[config.mk]
export PLATFORM = sky130hd
export DESIGN_NAME = wide_add_sequencer
export DESIGN_NICKNAME = d
export VERILOG_FILES = /design/src/rtl/wide_add_sequencer.sv
export SDC_FILE = /design/constraint.sdc
export NUM_CORES = 1
export LEC_CHECK = 0
export ABC_CLOCK_PERIOD_IN_PS = 14850
export CAP_MARGIN = 20
export CORE_ASPECT_RATIO = 1.5
export CORE_UTILIZATION = 50
export DETAILED_ROUTE_END_ITERATION = 16
export GPL_TIMING_DRIVEN = 0
export PLACE_DENSITY = 0.88
export SLEW_MARGIN = 20
export SYNTH_ARGS = -nofsm -noshare
export SYNTH_HDL_FRONTEND = slang
export SYNTH_SLANG_ARGS = --single-unit
[constraint.sdc]
create_clock -name clk -period 14.85 [get_ports clk]
set_input_delay 4.455 -clock clk [delete_from_list [all_inputs] [get_ports clk]]
set_output_delay 4.455 -clock clk [all_outputs]
set_load 0.05 [all_outputs]
[src/rtl/wide_add_sequencer.sv]
// Multi-precision add controller that feeds a registered SLICE_W-bit adder
// one slice at a time (LSB first), then presents the reassembled wide sum.
module wide_add_sequencer #(
  parameter int SLICE_W       = 16,
  parameter int NUM_SLICES    = 4,
  parameter int ADDER_LATENCY = 2
) (
  input  logic                          clk,
  input  logic                          rst,
  input  logic                          in_valid,
  output logic                          in_ready,
  input  logic [SLICE_W*NUM_SLICES-1:0] a_wide,
  input  logic [SLICE_W*NUM_SLICES-1:0] b_wide,
  input  logic                          c_in,
  output logic [SLICE_W-1:0]            add_a,
  output logic [SLICE_W-1:0]            add_b,
  output logic                          add_cin,
  input  logic [SLICE_W-1:0]            add_sum,
  input  logic                          add_cout,
  output logic                          out_valid,
  input  logic                          out_ready,
  output logic [SLICE_W*NUM_SLICES-1:0] sum_wide,
  output logic                          c_out
);

  localparam int W     = SLICE_W * NUM_SLICES;
  localparam int IDX_W = (NUM_SLICES > 1) ? $clog2(NUM_SLICES) : 1;
  localparam int CNT_W = 3;

  typedef enum logic [1:0] {
    IDLE     = 2'd0,
    ISSUE    = 2'd1,
    WAIT_SUM = 2'd2,
    DONE     = 2'd3
  } state_t;

  state_t             state_q;
  logic [W-1:0]       opA_q;
  logic [W-1:0]       opB_q;
  logic               carry_q;
  logic [IDX_W-1:0]   idx_q;
  logic [CNT_W-1:0]   cnt_q;
  logic [W-1:0]       sum_q;
  logic               cout_q;
  logic [SLICE_W-1:0] addA_q;
  logic [SLICE_W-1:0] addB_q;
  logic               addCin_q;
  logic               inReady_q;
  logic               outValid_q;

  logic [IDX_W-1:0]   nextIdx_d;
  logic [SLICE_W-1:0] nextA_d;
  logic [SLICE_W-1:0] nextB_d;

  // Operand slices for the slice after the current one, loaded into the adder
  // port registers at the capture edge so the next ISSUE cycle presents them.
  always_comb begin
    nextIdx_d = idx_q + IDX_W'(1);
    nextA_d   = opA_q[nextIdx_d*SLICE_W +: SLICE_W];
    nextB_d   = opB_q[nextIdx_d*SLICE_W +: SLICE_W];
  end

  // Sequencer FSM: every output is a register so the adder sees clean,
  // glitch-free operands that stay put for the whole adder pipeline.
  always_ff @(posedge clk or posedge rst) begin
    if (rst) begin
      state_q    <= IDLE;
      opA_q      <= '0;
      opB_q      <= '0;
      carry_q    <= 1'b0;
      idx_q      <= '0;
      cnt_q      <= '0;
      sum_q      <= '0;
      cout_q     <= 1'b0;
      addA_q     <= '0;
      addB_q     <= '0;
      addCin_q   <= 1'b0;
      inReady_q  <= 1'b1;
      outValid_q <= 1'b0;
    end else begin
      case (state_q)
        IDLE: begin
          if (in_valid) begin
            opA_q     <= a_wide;
            opB_q     <= b_wide;
            carry_q   <= c_in;
            idx_q     <= '0;
            addA_q    <= a_wide[SLICE_W-1:0];
            addB_q    <= b_wide[SLICE_W-1:0];
            addCin_q  <= c_in;
            inReady_q <= 1'b0;
            state_q   <= ISSUE;
          end
        end
        ISSUE: begin
          cnt_q   <= CNT_W'(ADDER_LATENCY - 1);
          state_q <= WAIT_SUM;
        end
        WAIT_SUM: begin
          if (cnt_q == '0) begin
            sum_q[idx_q*SLICE_W +: SLICE_W] <= add_sum;
            carry_q                         <= add_cout;
            if (idx_q == IDX_W'(NUM_SLICES - 1)) begin
              cout_q     <= add_cout;
              addA_q     <= '0;
              addB_q     <= '0;
              addCin_q   <= 1'b0;
              outValid_q <= 1'b1;
              state_q    <= DONE;
            end else begin
              idx_q    <= nextIdx_d;
              addA_q   <= nextA_d;
              addB_q   <= nextB_d;
              addCin_q <= add_cout;
              state_q  <= ISSUE;
            end
          end else begin
            cnt_q <= cnt_q - CNT_W'(1);
          end
        end
        DONE: begin
          if (out_ready) begin
            outValid_q <= 1'b0;
            inReady_q  <= 1'b1;
            state_q    <= IDLE;
          end
        end
        default: begin
          state_q <= IDLE;
        end
      endcase
    end
  end

  assign in_ready  = inReady_q;
  assign out_valid = outValid_q;
  assign sum_wide  = sum_q;
  assign c_out     = cout_q;
  assign add_a     = addA_q;
  assign add_b     = addB_q;
  assign add_cin   = addCin_q;

endmodule
==> results.json <==
{
  "io_buffers": 249,
  "setup.worst_path.class": "flip-flop to primary output",
  "grt_overflow": 0,
  "io-pin-count": 250,
  "hold_buffers": 0,
  "core-area_mm2": 0.01986,
  "grt.total_usage_pct": 27.28,
  "cts_root_buf": "clkbuf_16",
  "fin_skew_ns": 0.01074,
  "htree_levels": 1,
  "synthesis.area_mm2": 0.01020,
  "post_drt_via_cell_ratio": 5.653,
  "die_width_um": 118.6,
  "ys.flop_type": "dfrtp_1",
  "crit_family": "buffers and inverters",
  "grt_max_degree": 102,
  "rr_worst_depth": 10,
  "layout_common_cells": "249 x clkdlybuf4s50_1, 234 x dfrtp_1, 115 x nand2_1",
  "post_cts_buffers": 0,
  "yosysWarnings": 0,
  "reg2reg_from": "idx_q[0]$_DFFE_PP0P_",
  "hpwlAfterDp_mm": 20.34,
  "leakage_uw": 0.005830,
  "cts_tree": "done",
  "synthCells": 748,
  "grt_pass1_wl_mm": 43.64,
  "wl_per_cell_um": 21.16,
  "grt_pass1_vias": 7873,
  "die_area_mm2": 0.02099,
  "drv_slew": 0,
  "ir_drop_mv": 0.1347,
  "setup_viol": 0,
  "vias": 7366,
  "final_common_cell": "clkdlybuf4s50_1",
  "cpMaxStageDelayCell": "clkdlybuf4s50_1",
  "antenna_found_initial": 4,
  "min_to": "opA_q[13]$_DFFE_PP0P_",
  "start_util_pct": 51.35,
  "dr.first_iter.drc_count": 514,
  "fin_nets": 1181,
  "maxCapViolCount": 0,
  "cp-startpoint": "in_ready$_DFFE_PP1P_",
  "pre_cts_ws_ns": 8.508,
  "power_density_mw_per_mm2": 238.3,
  "period_share_pct": 42.80,
  "drt_wl_total_mm": 27.57,
  "worst_slew_pin_slew_ns": 0.6817,
  "min_period_ns": 6.356,
  "totalNegativeSetupSlack_ns": 0,
  "syn_avg_cell_area_um2": 13.64,
  "endpoint_kind": "primary output",
  "drc": 0,
  "cp_cell_sequence": "clkdlybuf4s50_1",
  "post_cts_resized": 0,
  "clk_path_buf_depth": 3,
  "timing.fmax_ghz": 0.1573,
  "yosysSeqAreaShare_pct": 57.66,
  "ys_types": 38,
  "cp_max_fo": 3,
  "antenna_left": 0,
  "drive_gt1_share_pct": 14.92,
  "post-route-util_pct": 69.61,
  "r2r-end": "add_a[0]$_DFFE_PP0P_",
  "hp-class": "flip-flop to flip-flop",
  "worstPathRequired_ns": 10.39,
  "insertion_delay_ns": 0.51,
  "hold_depth": 1,
  "clock-sinks": 235,
  "final_cells": 1303,
  "routabilityCongestion": 0.8779,
  "relSlewSlack_pct": 54.55,
  "timing.critical_path.buf_inv": 1,
  "post-place-cells": 1259,
  "fin_ws_ns": 8.494,
  "synth_fp_nets": 906,
  "reg2reg_slack_ns": 11.55,
  "synthArstFlopShare_pct": 100.0,
  "dr.pass1.iters": 5,
  "status": "completed",
  "start_kind": "flip-flop",
  "hold_viol_final": 0,
  "synth_edf_count": 0,
  "critPathArrivalTime_ns": 1.90,
  "ys_ff_latch": 235,
  "rsz0062_at_grt": "false",
  "syn_to_final_growth_pct": 35.55,
  "hold_start": "opA_q[13]$_DFFE_PP0P_",
  "clkTransAtPathRegs_ns": 0.06,
  "cp_slowest_stage_delay_ns": 0.86,
  "rows": 63,
  "cts_inserted_buffers": 22,
  "die_y_um": 176.9
}
## power by group
| part | internal (uW) | switching, uW |
|---|---|---|
| logic | 697 | 900 |
| clock network | 331 | 243 |
| registers | 952 | 172 |
| total | 1980 | 1320 |
## synth_stat cells, types with 2 or more instances
cell type | number | area share (%)
a21oi_1 | 4 | 0.20
a221o_1 | 32 | 3.1
a22o_1 | 13 | 1.1
and2_1 | 32 | 2.0
and4bb_2 | 2 | 0.25
buf_12 | 2 | 0.39
buf_2 | 16 | 0.79
buf_4 | 15 | 1.1
buf_6 | 2 | 0.22
clkbuf_1 | 18 | 0.66
dfrtp_1 | 234 | 57
ha_1 | 8 | 0.98
inv_1 | 8 | 0.29
mux2_1 | 76 | 8.4
mux2_2 | 54 | 6.0
mux2i_1 | 3 | 0.29
mux4_1 | 12 | 3.1
mux4_2 | 20 | 4.4
nand2_1 | 115 | 4.2
nand4b_1 | 4 | 0.34
nor2_1 | 2 | 0.074
nor2b_1 | 2 | 0.12
nor3b_4 | 2 | 0.37
o21ai_0 | 56 | 2.7
o21ai_1 | 2 | 0.098
o31ai_1 | 2 | 0.15
## through the flow
step | cell area [um2] | hold WS, ns | total power (uW)
after global routing | 13830 | 0.4930 | 3463
after global placement | 13020 | 0.4580 | 2670
after detailed placement | 13080 | 0.4689 | 2736
after CTS | 13820 | 0.4822 | 3315
after floorplan | 10200 | 0.4488 | 2208
final | 13830 | 0.4765 | 3295
## kinds of logic (layout without fill, tap and decap cells)
kind of cell	after synthesis	after routing	share of synthesized area, %
adder cells (fa/ha/maj)	8	8	0.9813
multiplexers	165	165	22.15
buffers and inverters	62	353	3.508
AND/OR/NAND/NOR	166	166	8.046
other	0	4	0
flip-flops	235	235	57.66
AO/OA/AOI/OAI	112	112	7.654
## layout make-up
type | count | area [um2]
inverters | 8 | 37.54
well taps | 260 | 325.3
clock buffers | 33 | 673.1
plain buffers | 54 | 327.8
clock inverters | 7 | 62.56
fillers | 1391 | 6037
flip-flops and latches | 235 | 5882
multi-input cells | 451 | 3961
repair buffers | 251 | 2547
diodes | 4 | 10.01
## flip-flops by register name, indices dropped and copies added, names as in the netlist
name,cells
opA_q,64
c_out,1
add_b,16
cnt_q,3
add_a,16
sum_wide,64
opB_q,64
state_q,2
idx_q,2
in_ready,1
out_valid,1
add_cin,1
## per-layer routing
layer | GRT usage [%] | vias up | share of wire [%] | wire length [um]
met3 | 3.608 | 84 | 5.0 | 1386
met5 | 0 | - | 0 | 0
li1 | - | 3242 | - | -
met2 | 49.29 | 314 | 53 | 14500
met1 | 31.09 | 3726 | 37 | 10070
met4 | 15.19 | 0 | 5.9 | 1620
## how the worst max path moves through the flow
stage                                        to  slack [ns]  depth (start not counted)
after floorplan            add_a[0]$_DFFE_PP0P_        3.95                          1
after global placement    opA_q[53]$_DFFE_PP0P_        1.20                          2
after detailed placement   opB_q[2]$_DFFE_PP0P_        8.51                          5
after CTS                              in_ready        8.48                          1
after global routing                   in_ready        8.45                          1
final                                  in_ready        8.49                          1
Note: power is estimated with default switching activity, not from simulation.
==> patch (same settings) <==
The parameter `SLICE_W` goes from 16 to 32.
--- a/src/rtl/wide_add_sequencer.sv
+++ b/src/rtl/wide_add_sequencer.sv
@@ -1,7 +1,7 @@
 // Multi-precision add controller that feeds a registered SLICE_W-bit adder
 // one slice at a time (LSB first), then presents the reassembled wide sum.
 module wide_add_sequencer #(
-  parameter int SLICE_W       = 16,
+  parameter int SLICE_W       = 32,
   parameter int NUM_SLICES    = 4,
   parameter int ADDER_LATENCY = 2
 ) (
Ports: changed (6 resized); port bits go from 250 to 490. The function was not compared with the original's and may differ.
==> patch against the unedited design <==
  * Maximum frequency fell by 0.92%
  * Critical path depth rose by 4
  * Register-to-register slack got worse by 0.28 ns
  * Total power rose by 94%
  * Cell area rose by 92%
  * Utilization rose by 0.85 points
  * Via count rose by 94%
  * Routed wire length rose by 120%
  * Worst setup slack got worse by 0.059 ns
  * Sequential cell count rose by 224
  * Synthesized area rose by 89%
  * Final cell count rose by 86%
  * Largest cell class unchanged
  * Highest routed layer is now met5
==> patch: results (changes against the unedited design) <==
stage,metric,value,unit,change
routing,first_iter_violations,920,,was 514
grt,grt_pass1_wl,92400,um,was 43600 um
status,status,completed,,unchanged
power,p_clk_share,18.7,%,was 17.4%
timing,worst_clock_skew,0.0152,ns,was 0.0107 ns
place,port_buffers,489,,was 249
clock_network,htreeDepth,2,,was 1
layout,drive_gt1_share,11.3,%,was 14.9%
synth,synth_cell_types,38,,unchanged
clock_network,cts_resized,0,,unchanged
synth,synth.avg_cell_area,14.3,um^2,was 13.6 um^2
timing,fmax,0.156,GHz,was 0.157 GHz
grt,grt_use_total,31.4,%,was 27.3%
timing,worst_slew_margin_rel,49.3,%,was 54.6%
layout,finalNetCount,2193,,was 1181
synth,ys.flop_type,dfrtp_1,,unchanged
grt,grt_max_degree,37,,was 102
power,p_leak,11.2,nW,was 5.83 nW
grt,use_met2,54.4,%,was 49.3%
routing,wl_met1,21100,um,was 10100 um
routing,routed-via-count,14300,,was 7366
routing,top_layer_used,met5,,was met4
synth,synth_common_cells,"dfrtp_1, mux2_1, nand2_1",,"was dfrtp_1, nand2_1, mux2_1"
synth,yosysWarnings,0,,unchanged
grt,grt_pass1_vias,15500,,was 7873
place,pre_cts_slack,7.75,ns,was 8.51 ns
power,power.switching,0.00254,W,was 0.00132 W
synth,synthArstFlopShare,100,%,unchanged
routing,wl_met3,4130,um,was 1390 um
routing,wl_per_cell,25.0,um,was 21.2 um
synth,synth_seq_area_share,59.7,%,was 57.7%
synth,syn_nets,1644,,was 906
grt,use_met1,34.6,%,was 31.1%
power,seqPwrFrac,34.6,%,was 34.1%
routing,wl_met2,31300,um,was 14500 um
clock_network,clk_latency,0.55,ns,was 0.51 ns
synth,yosys-top-cells-area,"dfrtp_1, mux2_1, mux4_2",,"was dfrtp_1, mux2_1, mux2_2"
place,numPlacedInstances,2334,,was 1259
place,dp_hpwl,44800,um,was 20300 um
clock_network,postCtsSetupBuffers,0,,unchanged
routing,avgViaCountPerCell,5.90,,was 5.65
place,post_dp_cell_area,25000,um^2,was 13100 um^2
place,gp_congestion,0.921,,was 0.878
power,peakVddDrop,195,uV,was 135 uV
worst_setup_path,critPathMaxStageDelay,0.63,ns,was 0.86 ns
timing,tns,0,ns,unchanged
routing,dr.pass1.iters,5,,unchanged
grt,antenna_found_initial,17,,was 4
worst_setup_path,slowest_stage,clkbuf_1,,was clkdlybuf4s50_1
worst_setup_path,cp_max_fo,10,,was 3
grt,use_met3,7.34,%,was 3.61%
worst_setup_path,worst-endpoint-arrival,6.85,ns,was 1.90 ns
clock_network,clockRootBuffer,clkbuf_16,,unchanged
clock_network,path_clk_slew,0.07,ns,
power,intPower,0.00384,W,was 0.00198 W
clock_network,cts_made_buffers,44,,was 22
==> patch: worst paths after layout <==
check                      startpoint            end  slack (ns)  depth (start not counted)
max                          in_valid     opA_q[118]        8.44                          5
min                         opB_q[80]      opB_q[80]        0.48                          1
max reg2reg                  idx_q[0]  sum_wide[105]       11.27                         10
min reg2reg                 opB_q[80]      opB_q[80]        0.48                          1
max in group asynchronous         rst      add_a[11]        8.72                          8
min in group asynchronous         rst        add_cin        4.34                          2
==> patch: cells by family after synthesis <==
family	after synthesis	synth area share, %
flops	459	59.7
mux	325	22.7
simple gates	233	5.95
compound gates	208	8.30
buf+inv	109	2.81
fa+ha+maj	8	0.520
==> patch: area by class of cell <==
type	count	area [um^2]
inverter	8	33.8
tap	489	612
clock inverter	15	215
buffer	101	510
fill	2421	11200
sequential	459	11500
clock buffer	64	1330
multi-input combinational	774	7220
antenna	13	32.5
timing repair buffer	503	5170
